$ cat src/rtl/led_target_engine.sv
// One round of the reflex game: countdown timer, score, and a
// pseudo-randomly moving one-hot target LED scored against player switch rises.
module led_target_engine #(
    parameter int          N_LEDS       = 16,
    parameter int          GAME_SECS    = 30,
    parameter int          TARGET_TICKS = 3,
    parameter int          SCORE_W      = 6,
    parameter int          PENALTY      = 1,
    parameter int          RESET_LED    = 1,
    parameter logic [15:0] LFSR_SEED    = 16'hACE1
) (
    input  logic               clk,
    input  logic               rst,
    input  logic               start,
    input  logic               tick,
    input  logic [N_LEDS-1:0]  sw,
    output logic [N_LEDS-1:0]  led,
    output logic [5:0]         timer,
    output logic [SCORE_W-1:0] score,
    output logic               hit,
    output logic               miss,
    output logic               done,
    output logic [1:0]         dbg_state
);
    localparam int TW = (N_LEDS > 1) ? $clog2(N_LEDS) : 1;
    localparam logic [N_LEDS-1:0]  ONE       = N_LEDS'(1);
    localparam logic [N_LEDS-1:0]  IDLE_LED  = ONE << RESET_LED;
    localparam logic [TW-1:0]      LAST_IDX  = TW'(N_LEDS - 1);
    localparam logic [5:0]         GAME_T    = 6'(GAME_SECS);
    localparam logic [3:0]         AGE_MAX   = 4'(TARGET_TICKS);
    localparam logic [SCORE_W-1:0] SCORE_MAX = '1;

    typedef enum logic [1:0] {S_IDLE, S_PLAY, S_DONE} state_t;

    state_t             state_q;
    logic [15:0]        lfsr_q;
    logic [TW-1:0]      target_q;
    logic [3:0]         age_q;
    logic [N_LEDS-1:0]  sync1_q, sync2_q, dly_q, rise_q;
    logic [N_LEDS-1:0]  led_q;
    logic [5:0]         timer_q;
    logic [SCORE_W-1:0] score_q;
    logic               hit_q, miss_q, done_q;

    logic [TW-1:0]      cand_d, pick_d;
    logic [3:0]         age_d;
    logic               is_hit_d, is_miss_d;

    // Candidate is bumped by one when it collides, so a pick always moves the target.
    always_comb begin
        cand_d    = TW'(lfsr_q % 16'(N_LEDS));
        pick_d    = cand_d;
        if (cand_d == target_q) begin
            pick_d = (cand_d == LAST_IDX) ? '0 : cand_d + TW'(1);
        end
        age_d     = age_q + 4'd1;
        is_hit_d  = (rise_q == (ONE << target_q));
        is_miss_d = (rise_q != '0) && !is_hit_d;
    end

    always_ff @(posedge clk) begin
        if (rst) begin
            state_q  <= S_IDLE;
            lfsr_q   <= LFSR_SEED;
            target_q <= '0;
            age_q    <= '0;
            sync1_q  <= '0;
            sync2_q  <= '0;
            dly_q    <= '0;
            rise_q   <= '0;
            led_q    <= IDLE_LED;
            timer_q  <= '0;
            score_q  <= '0;
            hit_q    <= 1'b0;
            miss_q   <= 1'b0;
            done_q   <= 1'b0;
        end else begin
            lfsr_q  <= lfsr_q[0] ? ((lfsr_q >> 1) ^ 16'hB400) : (lfsr_q >> 1);
            sync1_q <= sw;
            sync2_q <= sync1_q;
            dly_q   <= sync2_q;
            rise_q  <= sync2_q & ~dly_q;
            hit_q   <= 1'b0;
            miss_q  <= 1'b0;

            case (state_q)
                S_IDLE, S_DONE: begin
                    if (start) begin
                        state_q  <= S_PLAY;
                        timer_q  <= GAME_T;
                        score_q  <= '0;
                        target_q <= pick_d;
                        age_q    <= '0;
                        led_q    <= ONE << pick_d;
                        done_q   <= 1'b0;
                    end
                end
                S_PLAY: begin
                    hit_q  <= is_hit_d;
                    miss_q <= is_miss_d;
                    if (is_hit_d) begin
                        if (score_q != SCORE_MAX) score_q <= score_q + SCORE_W'(1);
                    end else if (is_miss_d && PENALTY != 0) begin
                        if (score_q != '0) score_q <= score_q - SCORE_W'(1);
                    end

                    // A hit retargets and clears the age even if the tick also times out.
                    if (is_hit_d || (tick && age_d == AGE_MAX)) begin
                        target_q <= pick_d;
                        age_q    <= '0;
                        led_q    <= ONE << pick_d;
                    end else if (tick) begin
                        age_q <= age_d;
                    end

                    if (tick) begin
                        timer_q <= timer_q - 6'd1;
                        if (timer_q == 6'd1) begin
                            state_q <= S_DONE;
                            led_q   <= '1;
                            done_q  <= 1'b1;
                        end
                    end
                end
                default: begin
                    state_q <= S_IDLE;
                    led_q   <= IDLE_LED;
                end
            endcase
        end
    end

    assign led       = led_q;
    assign timer     = timer_q;
    assign score     = score_q;
    assign hit       = hit_q;
    assign miss      = miss_q;
    assign done      = done_q;
    assign dbg_state = state_q;
endmodule
$ cat config.mk
export PLATFORM = sky130hd
export DESIGN_NAME = led_target_engine
export DESIGN_NICKNAME = d
export VERILOG_FILES = /design/src/rtl/led_target_engine.sv
export SDC_FILE = /design/constraint.sdc
export NUM_CORES = 1
export LEC_CHECK = 0
export BUFFER_PORTS_ARGS = -buffer_cell sky130_fd_sc_hd__buf_4
export CAP_MARGIN = 10
export CELL_PAD_IN_SITES_DETAIL_PLACEMENT = 1
export CELL_PAD_IN_SITES_GLOBAL_PLACEMENT = 1
export CORE_MARGIN = 2
export CORE_UTILIZATION = 49
export CTS_BUF_LIST = sky130_fd_sc_hd__clkbuf_4 sky130_fd_sc_hd__clkbuf_8 sky130_fd_sc_hd__clkbuf_16
export DETAILED_ROUTE_END_ITERATION = 6
export PLACE_DENSITY_LB_ADDON = 0.1
export SYNTH_ARGS = -nofsm -noshare
export SYNTH_HDL_FRONTEND = slang
export SYNTH_SLANG_ARGS = --single-unit
$ cat constraint.sdc
create_clock -name clk -period 6.9 [get_ports clk]
set_input_delay 1.035 -clock clk [delete_from_list [all_inputs] [get_ports clk]]
set_output_delay 1.035 -clock clk [all_outputs]
set_load 0.01 [all_outputs]
# Word-level counts from Yosys, hierarchy flattened
# Cells that the tools add are included.
# Widths: inputs -> output; s select.
# classes
addsub	5
n_mul	0
div	0
magnitude_cmp	0
eq_ne	16
shift	2
mux	32
bitwise_logic	4
n_reduce_logical	16
# ops
op	count
$mux 16	5
$mux 6	7
$pmux 16 s2	1
$shl 1x4->16 const A	2
$mux 4	7
$pmux 6 s2	2
$and 16x16->16	1
$eq 16x16->1	1
$not 16->16	1
$pmux 4 s2	2
$reduce_bool 16->1	1
$ne 3x3->1 const B	4
$reduce_and 3->1	4
$sub 6x1->6 const B	2
$add 4x1->4 const B	2
$ne 2x2->1 const B	4
$add 6x1->6 const B	1
$eq 6x1->1 const B	1
$mux 2	3
$ne 6x6->1 const B	1
$reduce_bool 6->1	1
$reduce_and 5->1	1
$eq 4x2->1 const B	1
$eq 4x4->1	1
15 further kinds	19
# totals
register_bits	121
latchBits	0
ramBits	0
romBits	0
in_bits	20
out_inout_bits	33
n_memories	0

# Logic depth before layout (Yosys ltp)
# logic_depth
ltp_word	8
depth_mapped	15
mapped_depth_nobuf	13

# Least setup slack after synthesis
# Ideal clock, no wire load.
# synth_timing
path_kind	reg-to-reg
start	register target_q[1]
end	register score_q[5], in the netlist score[5]
setup_ns	0.061
arrival_ns	3.262
setup_slack_ns	3.577
stages_incl_launch_ff	16
synth_period_minus_slack_ns	3.323
path_cell_list	dfxtp_1 buf_4 buf_6 nor2b_4 a2111o_1 nand3_1 o211a_2 nand4_1 ha_1 a21o_1 a21oi_1 o21bai_1 a21o_1 or4_1 nand4_1 o221a_1
# synth_between
elab_chain_len	6
elab_cells_between_ends	10
classes_between	eq/ne: 4; shift: 1; mux: 2; reduce/logical: 3
# synth_lines
element	line	text
start, declared	37	logic [TW-1:0] target_q;
start signal, assigned	92	target_q <= pick_d;
start signal, assigned	109	target_q <= pick_d;
$shl 1x4->16 (*)	57	is_hit_d = (rise_q == (ONE << target_q));
$eq 16x16->1 (*)	57	
$logic_not 1->1	58	is_miss_d = (rise_q != '0) && !is_hit_d;
$logic_and 1x1->1	58	
$ne 3x3->1 (no line)	-	
$reduce_and 5->1 (no line)	-	
end signal, assigned	102	if (score_q != SCORE_MAX) score_q <= score_q + SCORE_W'(1);
end signal, assigned	104	if (score_q != '0) score_q <= score_q - SCORE_W'(1);
end, declared	42	logic [SCORE_W-1:0] score_q;
# Every way passes the cells marked *; elsewhere a longest branch is shown, timed or not.
# A chain may end at the register's enable or synchronous reset.

# Worst setup path in the final report
# Ends and elaborated chain as after synthesis.

==> summary.md <==
| Metric | Value |
|---|---|
| Final hold vios | 0 |
| M1 WL | 5783 microns |
| Slew Viols, Final | 0 |
| Clock buffer depth | 2 |
| Tcrit/Tclk final | 0.5663 |
| Antenna Diode Count | 0 |
| Critical path's top delay family | compound AO/OA/AOI/OAI gates |
| PostCTS Resize Cnt | 0 |
| CP Capture Type | flip-flop |
| Post-route setup slack | about 3000 ps |
| CTS sink count | 121 |
| Hold Slack | 381.6 ps |
| Syn Nets | just under 600 |
| Area of the multi-input gates | 2618 sq um |
| Uppermost routed layer | met4 |
| Total global routing overflow | 0 |
| TritonRoute pass-1 iters | 7 |
| Initial antenna violation count | 0 |
| Most common cell after layout, fill and taps aside | dfxtp_1 |
| Num rows | 37 |
| Pleak | around 2.6 nW |
| Predominant post-synthesis flop cell | dfxtp_1 |
| Clk_lat worst skew | about 530 ps |
| Final design utilization | 0.6070 |
| Largest family of logic cells by synthesized area | simple AND/OR/NAND/NOR gates |
| DRC Markers | 0 |
| Vias per inst | ~5.6 |
| Wire length on met2 | about 6400 microns |
| Min Clock Period, post-route | between 3000 and 4000 ps |
| GPL Wtd Cong | slightly below 0.8 |
| Largest net degree at the start of global routing | a little under 100 |
| Setup TNS | 0 ps |
| Worst-margin pin slew | about 1100 ps |
| Req. time, crit path | about 7400 ps |
| Hpwl dp | 7891 microns |
| Commonest cells after routing, fill and taps aside | 121 x dfxtp_1, 80 x nor2b_1, 53 x buf_4 |
| Post-synthesis sequential area ratio | 0.4613 |
| Slowest-stage cell, CP | dfxtp_1 |
| Power Total | between 1.5 and 2 mW |
| Clock skew | between 10 and 15 ps |
| Dpl ws | 3039 ps |
| Simple-Gate Fraction of Synth Area | 0.2742 |
| TritonCTS clock tree | yes |
| Crit-path max cell delay | about 730 ps |
| CTS clock-pin slew for the worst setup and hold paths | ~60 ps |
| Synth Area in Compound Gates | 0.1625 |
| Final Setup Violations | 0 |
| H-tree lvl count | 4 |
| Buf/Inv on CP | 0 |
| Max Freq | around 0.26 GHz |
| Worst vdd ir | 0.0002162 V |
| Worst-path fanout max | 20 |
| Mux contribution to synthesized area | 0.009769 |
| Ys Warns | 0 |
| Ys async rst share | 0 |
| Antenna viol nets, final | 0 |
| Mean routed wirelength per cell | between 15 and 20 microns |
| Total track usage | 0.2323 |
| TritonCTS Buffers | 17 |
| Sequential Area | about 2400 sq um |
| Post-Syn Area | between 5000 and 6000 sq um |
| Synth-to-Final Area Change | 19.87% |
| Root Buffer | clkbuf_8 |
| RSZ-0062 raised after global routing | false |
| Initial drt markers | 213 |
| Worst hold-check path type | reg -> reg |
| I/O Pins | 53 |
| Total number of vias | just over 4000 |
| WS Path Type | reg -> reg |
| Status | completed |
| Routed WL | 12720 microns |
| Synth cell types | 74 |
| EDFF count, synth | 0 |
| CTS Hold Bufs | 0 |
| Fraction of layout cells with a size suffix above 1 | 0.1960 |
| Die area | approximately 12000 sq um |
| Nets | between 600 and 700 |
| PD cells | 315.7 nW/um^2 |
| # fillers | roughly 1200 |
| Max cap viols | 0 |
| CP arrival | about 4400 ps |
| Die height | 107.5 microns |
| Postcts setup bufs | 0 |
| First-pass GRT wire length | approximately 21000 microns |
| Syn avg cell area | 9.496 sq um |
| Slew headroom | 0.2890 |
| Vias in the first global route | 4250 |
| Core area | about 10000 sq um |
| Met3 WL | 341 microns |
| Xor/xnor share of the synthesized area | 0.02669 |
| Post-synthesis instance total | 553 |
| Critical Path Start Type | flip-flop |
| Initial core utilization | 0.5064 |
| Cell Chain, Critical Path | nor4bb_1, a2111o_1, nand3_1, o211a_2, nand4_1, ha_1, a21o_1, a21oi_1, o21bai_1, a21o_1, or4_1, nand4_1, o221a_1 |
| PortBufs | 52 |
| Chip width | 107.5 microns |
| Adder-Cell Fraction of Synth Area | 0.02526 |
| FF+latch count, synth | about 120 |
through the flow:
step / instances / instance area (sq um)
global placement: 711 / 5660
detailed placement: 711 / 5660
CTS: 743 / 6295
finish: 743 / 6295
global route: 743 / 6295
floorplan: 553 / 5251
sequential cells by signal, indices dropped and copies added (netlist names), 6 cells and up:
name / count
dly_q: 16
led: 16
lfsr_q: 16
rise_q: 16
score: 6
sync1_q: 16
sync2_q: 16
timer: 6
cell families (layout without fill, tap and decap cells):
| family | Yosys count | after routing |
|---|---|---|
| AOI/OAI and AO/OA | 107 | 107 |
| xor gates and xnor gates | 16 | 16 |
| adders and majority gates | 10 | 10 |
| buffers and inverters | 45 | 99 |
| DFF | 121 | 121 |
| muxes | 5 | 5 |
| and+or+nand+nor | 249 | 249 |
routing by layer:
layer / track usage / vias up
met4: 0.08150 / 0
met3: 0.06477 / 12
li1: - / 2032
met5: 0 / -
met1: 0.2768 / 2029
met2: 0.4003 / 54
final cells by class:
type                       count  share of cell area
clock buffer                  19             0.07017
clock inverter                13             0.03061
inverter                      14            0.008348
multi-input combinational    387              0.4158
sequential                   121              0.3848
tap                          136             0.02703
timing repair buffer          53             0.06321
synthesized netlist by cell type, drive strengths merged, types with 5 or more instances:
cell type,n,area share
or2,7,0.0083
dfxtp,121,0.46
nor2,45,0.032
a21o,6,0.0086
nor3,14,0.017
nand2b,8,0.0095
xor2,7,0.012
or4,5,0.0071
clkbuf,19,0.014
inv,14,0.010
nor4,7,0.0095
a221oi,5,0.0083
nor4bb,6,0.011
nand3,21,0.020
xnor2,9,0.015
ha,9,0.021
a21oi,29,0.030
o21ai,14,0.013
nand2,32,0.023
nor2b,81,0.098
buf,12,0.017
a211oi,14,0.029
worst register-to-register path: stages (launching register included):
cell and delay [ps]:
dfxtp_1 730, nor4bb_1 120, a2111o_1 400, nand3_1 130, o211a_2 280, nand4_1 300
ha_1 400, a21o_1 190, a21oi_1 240, o21bai_1 100, a21o_1 230, or4_1 430
nand4_1 120, o221a_1 180
power breakdown:
| part | leakage, nW | switching, mW | internal, mW |
|---|---|---|---|
| sequential | 0.995 | 0.0406 | 0.738 |
| clock | 0.305 | 0.332 | 0.609 |
| combinational | 1.28 | 0.151 | 0.117 |
path summary, 6_finish.rpt:
kind                             from                    end  slack (ps)  cells after the start
max          target_q[1]$_SDFFE_PP0P_  score[5]$_SDFFE_PP0P_        2990                     13
min              dly_q[15]$_SDFF_PP0_  rise_q[15]$_SDFF_PP0_         380                      1
max reg2reg  target_q[1]$_SDFFE_PP0P_  score[5]$_SDFFE_PP0P_        2990                     13
min reg2reg      dly_q[15]$_SDFF_PP0_  rise_q[15]$_SDFF_PP0_         380                      1
Power figures use the tool's default switching activity.
